### config.mk
export PLATFORM = sky130hd
export DESIGN_NAME = pd_switch_responder
export DESIGN_NICKNAME = d
export VERILOG_FILES = /design/src/rtl/pd_pkg.sv /design/src/rtl/pd_seg_timer.sv /design/src/rtl/pd_switch_responder.sv
export SDC_FILE = /design/constraint.sdc
export NUM_CORES = 1
export LEC_CHECK = 0
export ABC_AREA = 1
export CAP_MARGIN = 20
export CELL_PAD_IN_SITES_DETAIL_PLACEMENT = 0
export CELL_PAD_IN_SITES_GLOBAL_PLACEMENT = 1
export CORE_MARGIN = 5
export CORE_UTILIZATION = 38
export DETAILED_ROUTE_END_ITERATION = 6
export HOLD_SLACK_MARGIN = 0.05
export PLACE_DENSITY = 0.9
export SYNTH_ARGS = -nofsm -noshare
export SYNTH_HDL_FRONTEND = slang
export SYNTH_HIERARCHICAL = 1
export SYNTH_SLANG_ARGS = --single-unit
### constraint.sdc
create_clock -name clk -period 1.6 [get_ports clk]
set_input_delay 0.24 -clock clk [delete_from_list [all_inputs] [get_ports clk]]
set_output_delay 0.24 -clock clk [all_outputs]
set_load 0.02 [all_outputs]
### src/rtl/pd_pkg.sv
// Shared definitions for domain power-switch sequencing: FSM state encoding
// and protocol-violation codes.
package pd_pkg;

    localparam logic [2:0] PD_ON       = 3'd0;
    localparam logic [2:0] PD_GATING   = 3'd1;
    localparam logic [2:0] PD_OFF      = 3'd2;
    localparam logic [2:0] PD_UNGATING = 3'd3;

    typedef enum logic [2:0] {
        ST_ON       = PD_ON,
        ST_GATING   = PD_GATING,
        ST_OFF      = PD_OFF,
        ST_UNGATING = PD_UNGATING
    } pd_state_e;

    localparam logic [1:0] VIOL_NONE           = 2'd0;
    localparam logic [1:0] VIOL_SW_NO_RET      = 2'd1;
    localparam logic [1:0] VIOL_RET_NO_ISO     = 2'd2;
    localparam logic [1:0] VIOL_DROP_WHILE_OFF = 2'd3;

endpackage

### src/rtl/pd_seg_timer.sv
// Loadable down-counter pacing segment transitions: load sets SEG_DELAY-1,
// then it counts down and parks at 0, where expired is asserted.
module pd_seg_timer #(
    parameter int unsigned SEG_DELAY = 6,
    localparam int unsigned TW = $clog2(SEG_DELAY + 1)
) (
    input  logic clk,
    input  logic reset,
    input  logic load,
    output logic expired
);

    localparam logic [TW-1:0] LOAD_VAL = TW'(SEG_DELAY - 1);

    logic [TW-1:0] r_count;

    // NOTE: sequential state uses non-blocking assignments so every register
    // samples pre-edge values regardless of block ordering.
    always_ff @(posedge clk or posedge reset) begin
        if (reset) begin
            r_count <= '0;
        end else if (load) begin
            r_count <= LOAD_VAL;
        end else if (r_count != '0) begin
            r_count <= r_count - 1'b1;
        end
    end

    assign expired = (r_count == '0);

endmodule

### src/rtl/pd_switch_responder.sv
// Domain-side power-switch responder: staggered segment gating/ungating,
// forced isolation, retention hold and enable-ordering checker.
module pd_switch_responder
    import pd_pkg::*;
#(
    parameter int unsigned SEGMENTS  = 4,
    parameter int unsigned SEG_DELAY = 6
) (
    input  logic                clk,
    input  logic                reset,
    input  logic                iso_en_in,
    input  logic                ret_en_in,
    input  logic                sw_en_in,
    output logic [SEGMENTS-1:0] seg_off,
    output logic                power_ack,
    output logic                iso_out,
    output logic                ret_out,
    output logic                violation,
    output logic [1:0]          viol_code,
    output logic [2:0]          state
);

    pd_state_e           r_state;
    logic [SEGMENTS-1:0] r_seg_off;
    logic                r_power_ack;
    logic                r_ret_out;
    logic                r_violation;
    logic [1:0]          r_viol_code;
    logic                r_iso_d;
    logic                r_ret_d;
    logic                r_sw_d;

    logic                w_expired;
    logic                w_load;
    logic                w_all_off;
    logic                w_all_on;
    logic [SEGMENTS-1:0] w_seg_more;
    logic [SEGMENTS-1:0] w_seg_less;

    // Segments always form a thermometer from bit 0, so "set lowest clear" is a
    // left shift in of 1 and "clear highest set" is a right shift.
    assign w_seg_more = (r_seg_off << 1) | SEGMENTS'(1);
    assign w_seg_less = r_seg_off >> 1;
    assign w_all_off  = &r_seg_off;
    assign w_all_on   = (r_seg_off == '0);

    assign w_load = ((r_state == ST_ON)       &&  sw_en_in)
                 || ((r_state == ST_GATING)   && (!sw_en_in || (w_expired && !w_all_off)))
                 || ((r_state == ST_OFF)      && !sw_en_in)
                 || ((r_state == ST_UNGATING) && ( sw_en_in || (w_expired && !w_all_on)));

    pd_seg_timer #(.SEG_DELAY(SEG_DELAY)) u_timer (
        .clk     (clk),
        .reset   (reset),
        .load    (w_load),
        .expired (w_expired)
    );

    always_ff @(posedge clk or posedge reset) begin
        if (reset) begin
            r_state     <= ST_ON;
            r_seg_off   <= '0;
            r_power_ack <= 1'b0;
            r_ret_out   <= 1'b0;
        end else begin
            r_ret_out <= (r_state == ST_ON) ? ret_en_in : 1'b1;
            case (r_state)
                ST_ON: begin
                    if (sw_en_in) begin
                        r_state   <= ST_GATING;
                        r_seg_off <= w_seg_more;
                    end
                end
                ST_GATING: begin
                    // An abort outranks a simultaneous timer expiry.
                    if (!sw_en_in) begin
                        r_state   <= ST_UNGATING;
                        r_seg_off <= w_seg_less;
                    end else if (w_expired) begin
                        if (w_all_off) begin
                            r_state     <= ST_OFF;
                            r_power_ack <= 1'b1;
                        end else begin
                            r_seg_off <= w_seg_more;
                        end
                    end
                end
                ST_OFF: begin
                    if (!sw_en_in) begin
                        r_state     <= ST_UNGATING;
                        r_power_ack <= 1'b0;
                        r_seg_off   <= w_seg_less;
                    end
                end
                ST_UNGATING: begin
                    if (sw_en_in) begin
                        r_state   <= ST_GATING;
                        r_seg_off <= w_seg_more;
                    end else if (w_expired) begin
                        if (w_all_on) begin
                            r_state <= ST_ON;
                        end else begin
                            r_seg_off <= w_seg_less;
                        end
                    end
                end
                default: r_state <= ST_ON;
            endcase
        end
    end

    // Ordering checker: edges come from registered previous input values.
    always_ff @(posedge clk or posedge reset) begin
        if (reset) begin
            r_iso_d     <= 1'b0;
            r_ret_d     <= 1'b0;
            r_sw_d      <= 1'b0;
            r_violation <= 1'b0;
            r_viol_code <= VIOL_NONE;
        end else begin
            r_iso_d <= iso_en_in;
            r_ret_d <= ret_en_in;
            r_sw_d  <= sw_en_in;
            if (!r_violation) begin
                if (sw_en_in && !r_sw_d && (!ret_en_in || !iso_en_in)) begin
                    r_violation <= 1'b1;
                    r_viol_code <= VIOL_SW_NO_RET;
                end else if (ret_en_in && !r_ret_d && !iso_en_in) begin
                    r_violation <= 1'b1;
                    r_viol_code <= VIOL_RET_NO_ISO;
                end else if (((!iso_en_in && r_iso_d) || (!ret_en_in && r_ret_d))
                             && (r_state != ST_ON)) begin
                    r_violation <= 1'b1;
                    r_viol_code <= VIOL_DROP_WHILE_OFF;
                end
            end
        end
    end

    assign seg_off   = r_seg_off;
    assign power_ack = r_power_ack;
    assign iso_out   = iso_en_in | (|r_seg_off);
    assign ret_out   = r_ret_out;
    assign violation = r_violation;
    assign viol_code = r_viol_code;
    assign state     = r_state;

endmodule

# Yosys cells after proc, flatten, opt, wreduce, memory -nomap -nowiden
# Index checks and enable logic that the tools add are counted.
word_totals:
  elab_cells: 102
  output_inout_bits: 13
  ff_bits: 18
  input_bits: 5
op_classes:
  add_sub_neg: 1
  reduce_logical: 42
  n_mux: 33
  eq_ne: 14
  bitwise: 2
op_table:
  columns: ["cell", "n"]
  rows:
  - ["4-bit two-way mux", 8]
  - ["3-bit two-way mux", 10]
  - ["3-bit != test, second input constant", 6]
  - ["4-bit case mux with 4 select lines", 1]
  - ["1-bit logical AND", 13]
  - ["3-bit case mux with 4 select lines", 1]
  - ["2-bit != test, second input constant", 5]
  - ["1-bit two-way mux", 9]
  - ["3-bit nonzero test", 3]
  - ["1-bit zero test", 7]
  - ["1-bit logical OR", 7]
  - ["7-bit AND reduction", 1]
  - ["3-bit by 2-bit equality test with 1-bit output, second input constant", 2]
  - ["3-bit zero test", 2]
  - ["2-bit two-way mux", 3]
  - ["6-bit AND reduction", 1]
  - ["5-bit AND reduction", 1]
  - ["4-bit zero test", 1]
  - ["4-bit AND reduction", 1]
  - ["2-bit nonzero test", 2]
  - ["4-bit nonzero test", 1]
  - ["4-bit OR reduction", 1]
  - ["3-bit by 1-bit equality test with 1-bit output, second input constant", 1]
  - ["3-bit by 1-bit subtractor with 3-bit output, second input constant", 1]
  - ["other kinds (4)", 4]

# Longest topological paths before layout
depth:
  word_depth: 9
  mapped_depth: 11
  mapped_depth_nobuf: 11

# Hierarchy
# The synthesis kept the hierarchy.
by_module_without_submodules:
  columns: ["mod", "seq_area_each_um2", "area_each_um2", "n_inst", "cells_per_inst"]
  rows:
  - ["pd_switch_responder", 350.3, 947.2, 1, 131]
  - ["pd_seg_timer", 75.1, 180.2, 1, 24]

# Least setup slack after synthesis
# No wires, ideal clock.
synth_path:
  path_type: "register to register"
  startpoint: "reg r_state[0], in the netlist state[0]"
  endpoint: "reg r_seg_off[1], in the netlist seg_off[1]"
  slack_ns: 0.047
  t_arrival_ns: 1.435
  path_stages_with_launch: 11
  path_buffers: 0
  t_required_ns: 1.482
  synth_period_minus_slack_ns: 1.553
  setup_ns: 0.118
  cell_sequence: "dfrtp_1 inv_1 ha_1 inv_1 nand2_2 nand2_2 nand3_4 nor2_4 nand2_2 nand2_1 nand2_1"
synth_between:
  elab_chain_len: 3
  word_cells_on_any_way: 13
  classes_between: "eq/ne: 9; mux: 1; reduce/logical: 3"
synth_lines:
  columns: ["element", "line", "rtl"]
  rows:
  - ["start: declaration", "pd_switch_responder.sv:23", "pd_state_e r_state;"]
  - ["start signal: assignment", "pd_switch_responder.sv:61", "r_state <= ST_ON;"]
  - ["start signal: assignment", "pd_switch_responder.sv:70", "r_state <= ST_GATING;"]
  - ["start signal: assignment", "pd_switch_responder.sv:77", "r_state <= ST_UNGATING;"]
  - ["3-bit by 1-bit equality test with 1-bit output (tied with other cells)", "pd_switch_responder.sv:67", "case (r_state)"]
  - ["3-bit != test (no line) (tied with other cells)", null, null]
  - ["7-bit AND reduction (no line)", null, null]
  - ["end signal: assignment", "pd_switch_responder.sv:71", "r_seg_off <= w_seg_more;"]
  - ["end signal: assignment", "pd_switch_responder.sv:78", "r_seg_off <= w_seg_less;"]
  - ["end signal: assignment", "pd_switch_responder.sv:84", "r_seg_off <= w_seg_more;"]
  - ["end: declaration", "pd_switch_responder.sv:24", "logic [SEGMENTS-1:0] r_seg_off;"]
# Parallel ways exist; a longest one is shown, timed or not.
# A chain may end at the register's enable or synchronous reset.

# Worst setup path in the final report
layout_path:
  startpoint: "reg u_timer.r_count[0]"
  endpoint: "reg r_seg_off[3], in the netlist seg_off[3]"
layout_between:
  elab_chain_len: 3
  word_cells_on_any_way: 4
  classes_between: "eq/ne: 2; reduce/logical: 2"
layout_lines:
  columns: ["element", "line", "rtl"]
  rows:
  - ["start: declaration", "pd_seg_timer.sv:15", "logic [TW-1:0] r_count;"]
  - ["start signal: assignment", "pd_seg_timer.sv:25", "r_count <= r_count - 1'b1;"]
  - ["3-bit zero test *", "pd_seg_timer.sv:29", "assign expired = (r_count == '0);"]
  - ["via w_expired", "pd_switch_responder.sv:33", "logic w_expired;"]
  - ["3-bit != test (no line)", null, null]
  - ["7-bit AND reduction (no line) *", null, null]
# The timed path passes the listed nets; every way through them passes the cells marked *.

==> results.toml <==
[placement]
dp_cells = 212
routabilityCongestion = 0.829
io_buffers = 16
dp_hpwl_um = 1970
pre_cts_slack_ps = -88.7
placed_cell_area_um2 = 1400

[grt]
grt_first_pass_wirelength_um = 4350
grt_overflow = 0
grt_use_total = 0.130
grt_max_degree = 15
antenna_found_initial = 0
grt_pass1_vias = 1002

[floorplan]
die_h_um = 64.5
rows = 19
io_pins = 18
fp.dieArea_um2 = 4160
initial_core_util = 0.402
die-width_um = 64.5
core-area_um2 = 2810

[min_path]
hold_path_class = "in2async"

[critical_path]
critical_path_class = "reg2reg"
end_kind = "flop"
r2r-start = "u_timer/r_count[0]"
r2r_cells = 11
critPathLaunchType = "flop"
critPathRequiredTime_ps = 1790
worst_ep_arrival_time_ps = 1710
r2r-end = "seg_off[3]"
reg2reg_slack_ps = 90
cp-startpoint = "u_timer/r_count[0]"
cp_max_fo = 5

[synth]
synthTopCellsByCount = "nand2_1 (47), inv_1 (25), dfrtp_1 (17), nand3_1 (16), nor2_1 (11)"
synth_top_area_share = 0.377
syn-num-nets = 166
synthAdderAreaFrac = 0.0666
synthMuxAreaShare = 0
synthXorXnorAreaFrac = 0
yosys.area.top_type = "dfrtp_1"
syn_area_per_cell_um2 = 7.27
yosys_warnings = 6
synth_top_family_by_area = "simple AND/OR/NAND/NOR gates"
syn_area_um2 = 1130
seq_area_frac_synth = 0.377
synthArstFlopShare = 1.00
synth_edf_count = 0
synth_cell_types = 21
ys_ff_latch = 17
synth_ff_type = "dfrtp_1"
synthSimpleGateAreaFrac = 0.398
synth.area.top_cells = "dfrtp_1 (38%), nand2_1 (16%), inv_1 (8.3%)"
syn_inst = 155
synth_most_common_cell = "nand2_1"
synth_compound_area_frac = 0.0511

[clocking]
cts_sinks = 17
numCtsBuffers = 3
root_buffer = "clkbuf_4"
cts.clk_slew.worst_paths_ps = 110
cts_hold_buffers = 0
clock_path_buffers = 2
cts_max_level = 1
tritoncts = "built"
clock_latency_ps = 300

[sta]
whs_ps = 120
timing.slew.headroom = 0.631
setup_viol = 0
skew_ps = 2.67
worstMarginPinSlew_ps = 553
setup_slack_ps = 86.1
tns_ps = 0
fin_crit_ps = 1510
final_hold_viol_count = 0
fmax_mhz = 661
fin_crit_sh = 0.946
slew_viol_final = 0
rsz0062_at_grt = "true"

[power_and_ir_drop]
fin_total_pwr_mw = 2.42
ir_drop_mv = 0.964
p_per_area_nw_per_um2 = 1600
leakage_nw = 0.811

[finish]
antenna_cells = 0
drive_gt1_frac = 0.266
fillers = 289
final_cell_area_um2 = 1510
post-route-util = 0.538
instances_no_fill = 223
finalNetCount = 204
area_growth_pct = 33.9

[run]
drv_cap = 0

[route]
routed_wl_um = 2610
vias_per_cell = 4.82
drt_iter0_drc = 38
detail_route.first_pass.iterations = 4
drc_errors = 0
vias = 1075
wire_per_inst_um = 11.7
ant_nets = 0

[run_status]
status = "finished, final reports clean"
==> placed cells by master (no fill, tap or decap) <==
master,count
inv_1,19
a21oi_1,2
nand2_4,1
nand2_2,7
nand2_1,46
clkbuf_4,3
nand3_4,2
nor2_2,1
a21oi_2,1
or2_2,1
nor2_1,10
buf_4,19
clkinv_2,1
dfrtp_1,16
dfrtp_2,1
nand4_1,4
ha_1,2
o21ai_0,7
and2_4,1
conb_1,1
o211ai_1,1
dlygate4sd2_1,7
nor3_1,1
clkdlybuf4s50_1,9
ha_4,2
ha_2,2
nor2_4,2
nand3_1,16
inv_2,7
==> power by group <==
group	internal (mW)	total, mW	switching [mW]
Combinational	0.678	1.56	0.880
Sequential	0.541	0.620	0.0785
Clock	0.0932	0.241	0.148
Total	1.31	2.42	1.11
==> final cells by class <==
| cell class | count | area (um2) | share of cell area |
|---|---|---|---|
| Multi-Input combinational cell | 110 | 624 | 0.414 |
| Sequential cell | 17 | 427 | 0.283 |
| Timing Repair Buffer | 35 | 294 | 0.195 |
| Inverter | 26 | 97.6 | 0.0647 |
| Tap cell | 31 | 38.8 | 0.0257 |
| Clock buffer | 3 | 22.5 | 0.0149 |
| Clock inverter | 1 | 5.00 | 0.00332 |
==> cells by family (layout without fill, tap and decap cells) <==
| group | Yosys count | count (layout) |
|---|---|---|
| AOI/OAI and AO/OA | 11 | 11 |
| other | 1 | 1 |
| and+or+nand+nor | 92 | 92 |
| buffers and inverters | 28 | 65 |
| DFF | 17 | 17 |
| adders and majority gates | 6 | 6 |
==> worst max-delay path, cell delays in order (launching register included) <==
cell and delay, ps:
dfrtp_1 420, inv_2 90, ha_4 140, nand2_2 70
inv_2 60, nor2_1 50, nand2_1 110, nand3_4 110
nor2_4 150, nand2_2 90, nand2_1 70, nand2_1 50
==> layer usage <==
layer / track usage / vias up / part of all wire
met5: 0 / - / 0
met1: 0.170 / 502 / 0.47
met2: 0.220 / 15 / 0.49
li1: - / 554 / -
met3: 0.0380 / 4 / 0.035
met4: 0.0158 / 0 / 0.0054
==> sequential cells by signal, summed over array words and instances (netlist names) <==
signal / count
power_ack: 1
r_iso_d: 1
r_ret_d: 1
r_sw_d: 1
ret_out: 1
seg_off: 4
state: 2
u_timer/r_count: 3
viol_code: 2
violation: 1
==> how the worst max path moves through the flow <==
stage | end | slack (ps) | depth (start not counted)
2_1_floorplan | seg_off[1] | 50 | 10
3_3_place_gp | iso_out | -90 | 4
3_5_place_dp | iso_out | -90 | 4
4_1_cts | seg_off[3] | 9 | 8
5_1_grt | seg_off[3] | -40 | 10
6_report | seg_off[3] | 90 | 11
==> timing repair <==
action                                  4_1_cts  5_1_grt
pin swaps                                     1        2
buffers inserted                              2        5
endpoints found under the setup margin       10        9
resized for setup                            13       10
Note: power is estimated with default switching activity, not from simulation.
